===== config.mk =====
export PLATFORM = sky130hd
export DESIGN_NAME = sirv_mrom_icb_ctrl
export DESIGN_NICKNAME = d
export VERILOG_FILES = /design/src/rtl/sirv_mrom_icb_ctrl.sv
export SDC_FILE = /design/constraint.sdc
export NUM_CORES = 1
export LEC_CHECK = 0
export ABC_AREA = 1
export BUFFER_PORTS_ARGS = -buffer_cell sky130_fd_sc_hd__clkbuf_2
export CORE_MARGIN = 3
export CORE_UTILIZATION = 34
export DETAILED_ROUTE_END_ITERATION = 8
export GPL_ROUTABILITY_DRIVEN = 0
export GPL_TIMING_DRIVEN = 0
export PLACE_DENSITY = 0.76
export SETUP_SLACK_MARGIN = 0.05
export SLEW_MARGIN = 20
export SYNTH_ARGS = -nofsm -noshare
export SYNTH_HDL_FRONTEND = slang
export SYNTH_SLANG_ARGS = --single-unit

===== constraint.sdc =====
create_clock -name clk -period 1.15 [get_ports clk]
set_clock_uncertainty 0.2 [all_clocks]
set_input_delay 0.115 -clock clk [delete_from_list [all_inputs] [get_ports clk]]
set_output_delay 0.115 -clock clk [all_outputs]
set_load 0.05 [all_outputs]

===== src/rtl/sirv_mrom_icb_ctrl.sv =====
// ICB slave front-end for a combinational mask ROM.
// Valid/ready semantics on both channels: a beat transfers on the rising
// clock edge where valid and ready are both high; a source that has raised
// valid holds it and its payload unchanged until that transfer happens.
// A single response register decouples the channels.
// - A command is accepted whenever that register is empty, or is being
//   drained in the same cycle.
// - The response appears one cycle after the command is accepted.
// Writes are refused with an error response. The ROM is read-only.
module sirv_mrom_icb_ctrl #(
   parameter int AW = 12,
   parameter int DW = 32
) (
   input  logic          clk,
   input  logic          rst_n,
   input  logic          i_icb_cmd_valid,
   output logic          i_icb_cmd_ready,
   input  logic [31:0]   i_icb_cmd_addr,
   input  logic          i_icb_cmd_read,
   input  logic [DW-1:0] i_icb_cmd_wdata,
   input  logic [3:0]    i_icb_cmd_wmask,
   output logic          i_icb_rsp_valid,
   input  logic          i_icb_rsp_ready,
   output logic          i_icb_rsp_err,
   output logic [DW-1:0] i_icb_rsp_rdata,
   output logic [AW-3:0] rom_addr,
   input  logic [DW-1:0] rom_dout,
   output logic          o_dbg_state
);

   typedef enum logic {
      ST_EMPTY = 1'b0,
      ST_FULL  = 1'b1
   } state_t;

   state_t        r_state;
   logic          r_rsp_err;
   logic [DW-1:0] r_rsp_rdata;

   logic          w_cmd_hs;
   logic          w_rsp_hs;
   logic          w_rsp_valid;
   logic          w_unused;

   // Word address into the ROM; the byte offset and bits above the region
   // are dropped, so misaligned or aliased addresses read the containing word.
   assign rom_addr = i_icb_cmd_addr[AW-1:2];

   assign w_rsp_valid     = (r_state == ST_FULL);
   assign i_icb_cmd_ready = ~w_rsp_valid | i_icb_rsp_ready;
   assign w_cmd_hs        = i_icb_cmd_valid & i_icb_cmd_ready;
   assign w_rsp_hs        = w_rsp_valid & i_icb_rsp_ready;

   assign i_icb_rsp_valid = w_rsp_valid;
   assign i_icb_rsp_err   = r_rsp_err;
   assign i_icb_rsp_rdata = r_rsp_rdata;
   assign o_dbg_state     = r_state;

   // Write payload and address bits outside the word index carry no meaning.
   assign w_unused = ^{i_icb_cmd_wdata, i_icb_cmd_wmask,
                       i_icb_cmd_addr[31:AW], i_icb_cmd_addr[1:0]};

   // Response register FSM: EMPTY/FULL with the response payload held alongside.
   always_ff @(posedge clk or negedge rst_n) begin
      if (!rst_n) begin
         r_state     <= ST_EMPTY;
         r_rsp_err   <= 1'b0;
         r_rsp_rdata <= '0;
      end else begin
         case (r_state)
            ST_EMPTY: begin
               if (w_cmd_hs) begin
                  r_state <= ST_FULL;
               end
            end
            ST_FULL: begin
               if (w_rsp_hs && !w_cmd_hs) begin
                  r_state <= ST_EMPTY;
               end
            end
            default: r_state <= ST_EMPTY;
         endcase
         // A new command always reloads the payload; a stalled response keeps it.
         if (w_cmd_hs) begin
            if (i_icb_cmd_read) begin
               r_rsp_err   <= 1'b0;
               r_rsp_rdata <= rom_dout;
            end else begin
               r_rsp_err   <= 1'b1;
               r_rsp_rdata <= '0;
            end
         end
      end
   end

endmodule


==> results_dict.tcl <==
set metrics [dict create \
    synthMuxAreaShare_pct 0 \
    cpMaxStageDelayCell "dfrtp_2" \
    drt_iter0_drc 53 \
    path_cells "nand2_4 > buf_8 > clkbuf_16" \
    max_freq_ghz 0.734 \
    antenna_cells 0 \
    async_reset_ff_share_pct 100 \
    r2r_end "i_icb_rsp_rdata[16]" \
    finalMaxSlewViolations 0 \
    rows 25 \
    grt_max_degree 35 \
    antenna_found_initial 0 \
    synthCells 228 \
    synthXorXnorAreaFrac_pct 0 \
    synth.distinct_cells 9 \
    synth_fa_ha_area_share_pct 0 \
    grt.total_usage_pct 18.2 \
    path_clk_slew_ps 70 \
    max-cap-violations 0 \
    cp.arrival_ps 1050 \
    cp_top_family "flip-flops" \
    status "finished with violations" \
    synth_commonest_cells "nand2_1 (99), dfrtp_1 (34), inv_1 (34)" \
    end_kind "primary output" \
    path_max_fanout 3 \
    synth_edf_count 0 \
    period_minus_slack_ps 1360 \
    die_w_um 77.6 \
    synth_area_leaders "dfrtp_1 (49%), nand2_1 (21%), nand3_1 (9.5%), inv_1 (7.3%), buf_4 (6.9%)" \
    hold_slack_ps -273 \
    grt_pass1_wl_mm 8.67 \
    startpoint_type "flip-flop" \
    peakVddDrop_mv 0.883 \
    tightest_slew_ps 837 \
    r2r-start "i_icb_rsp_valid" \
    io_pins 151 \
    r2r_cells 6 \
    setup_viol 55 \
    worstPathRequired_ps 830 \
    slowest_delay_ps 430 \
    grt_pass1_vias 1851 \
    initial_utilization_pct 36.0 \
    drive_gt1_share_pct 37.8 \
    layout-area-overhead-vs-synth_pct 83.9 \
    failed_checks "negative hold slack, negative setup slack" \
    syn-cell-area_mm2 0.00174 \
    finalSetupTns_ps -5610 \
    rsz0062_at_grt "true" \
    hold_viol_final 37 \
    hp-class "in -> async" \
    synth_simple_gate_area_share_pct 32.1 \
    fin_nets 478 \
    ys_warn_count 0 \
    post-synth-top-area-cell "dfrtp_1" \
    clockRootBuffer "clkbuf_8" \
    ant_nets 0 \
    fp.dieH_um 77.6 \
    numPortBuffers 80 \
    clock_latency_ps 270 \
    finalWirelength_mm 5.47 \
    fin_ws_ps -213 \
    fin_cells 440 \
    dp_hpwl_mm 3.09 \
    synth_top_area_share_pct 48.8 \
    place_inst 375 \
    syn_nets 333 \
    fillers 385 \
    min_period_over_period_pct 119 \
    ys_seq_area_share_pct 48.8 \
    cts_buffer_depth 2 \
    slew_headroom_pct 44.2 \
    synth_ff_type "dfrtp_1" \
    synth-seq-cells 34 \
    cts_tree "built" \
    cts_hold_buf 33 \
    critPathKind "reg -> out" \
    yosysMostFrequentCell "nand2_1" \
    cp_num_buf_inv 2 \
    clkSinkCount 34 \
    htree_levels 2 \
    grt_remaining_overflow 0 \
    dr.pass1.iters 6 \
    via_per_inst 4.29 \
    regToRegSetupSlack_ps -190 \
    fp.coreArea_mm2 0.00485 \
    wl_per_cell_um 12.4 \
    cts_buffers 5 \
    power_density_mw_per_mm2 1210 \
    vias 1886 \
    design.die.area_mm2 0.00603 \
    p_leak_nw 1.95 \
    synth.avg_cell_area_um2 7.65 \
    synth_top_family_by_area "simple AND/OR/NAND/NOR gates" \
    drc 0 \
    synth_compound_area_share_pct 0 \
]
## worst max path at each step
stage | start | cells after the start | slack, ps | to
2_1_floorplan | i_icb_rsp_valid | 5 | -150 | i_icb_rsp_err
3_3_place_gp | i_icb_rsp_valid | 3 | -150 | i_icb_cmd_ready
3_5_place_dp | i_icb_rsp_valid | 3 | -150 | i_icb_cmd_ready
4_1_cts | i_icb_rsp_valid | 6 | -230 | i_icb_rsp_rdata[4]
5_1_grt | i_icb_rsp_valid | 3 | -250 | i_icb_cmd_ready
6_report | i_icb_rsp_valid | 3 | -210 | i_icb_cmd_ready
## what timing repair did
| action | in CTS | in global routing |
|---|---|---|
| setup endpoints to repair | 70 | 70 |
| buffers inserted | 17 | 8 |
| pin swaps | 1 | 1 |
| hold endpoints to repair | 66 | 34 |
| resized for setup | 72 | 35 |
## kinds of logic (layout without fill, tap and decap cells)
logic type	count (synthesis)	after routing
AND/OR/NAND/NOR	134	134
buffers and inverters	60	205
flip-flops	34	34
## cell usage in the layout (no fill, tap or decap), drive strengths merged
master       count
dlygate4sd3     33
dfrtp           34
inv             35
clkbuf          52
nand3           33
nand2          101
buf             83
clkinv           2
## final cells by class
cell class / instances / area (µm²) / area share, %
timing repair buffer: 138 / 1290 / 40.3
clock buffer: 5 / 68.8 / 2.15
sequential: 34 / 852 / 26.6
tap: 67 / 83.8 / 2.61
multi-input combinational: 134 / 559 / 17.4
buffer: 25 / 210 / 6.55
clock inverter: 2 / 10.0 / 0.312
inverter: 35 / 131 / 4.10
## registers in the layout, indices dropped and copies added (netlist names)
name and flops:
i_icb_rsp_rdata 32, i_icb_rsp_valid 1, i_icb_rsp_err 1
## report_power, final
group          switching [mW]  internal (mW)  total, mW
combinational           0.898          0.731       1.63
clock                   0.393          0.405      0.798
sequential              0.122           1.32       1.45
## routing by layer
metal | vias up | GRT usage [%] | routed length [µm]
li1 | 950 | - | -
met1 | 856 | 21.1 | 2130
met2 | 76 | 33.1 | 2970
met3 | 4 | 4.99 | 336
met4 | 0 | 4.09 | 35
met5 | - | 0 | 0
## metrics by stage
step / area, µm² / setup slack (ps) / hold slack [ps] / util (%) / power, mW
after global routing: 3210 / -247 / -209 / 66.1 / 4.06
after floorplan: 1750 / -146 / -381 / - / 2.24
after detailed placement: 2240 / -155 / 69.8 / 46.1 / 2.55
after global placement: 2240 / -149 / 47.6 / 46.1 / 2.53
after CTS: 3100 / -232 / -224 / 63.9 / 3.78
final: 3210 / -213 / -273 / 66.1 / 3.87
Power figures use the tool's default switching activity.
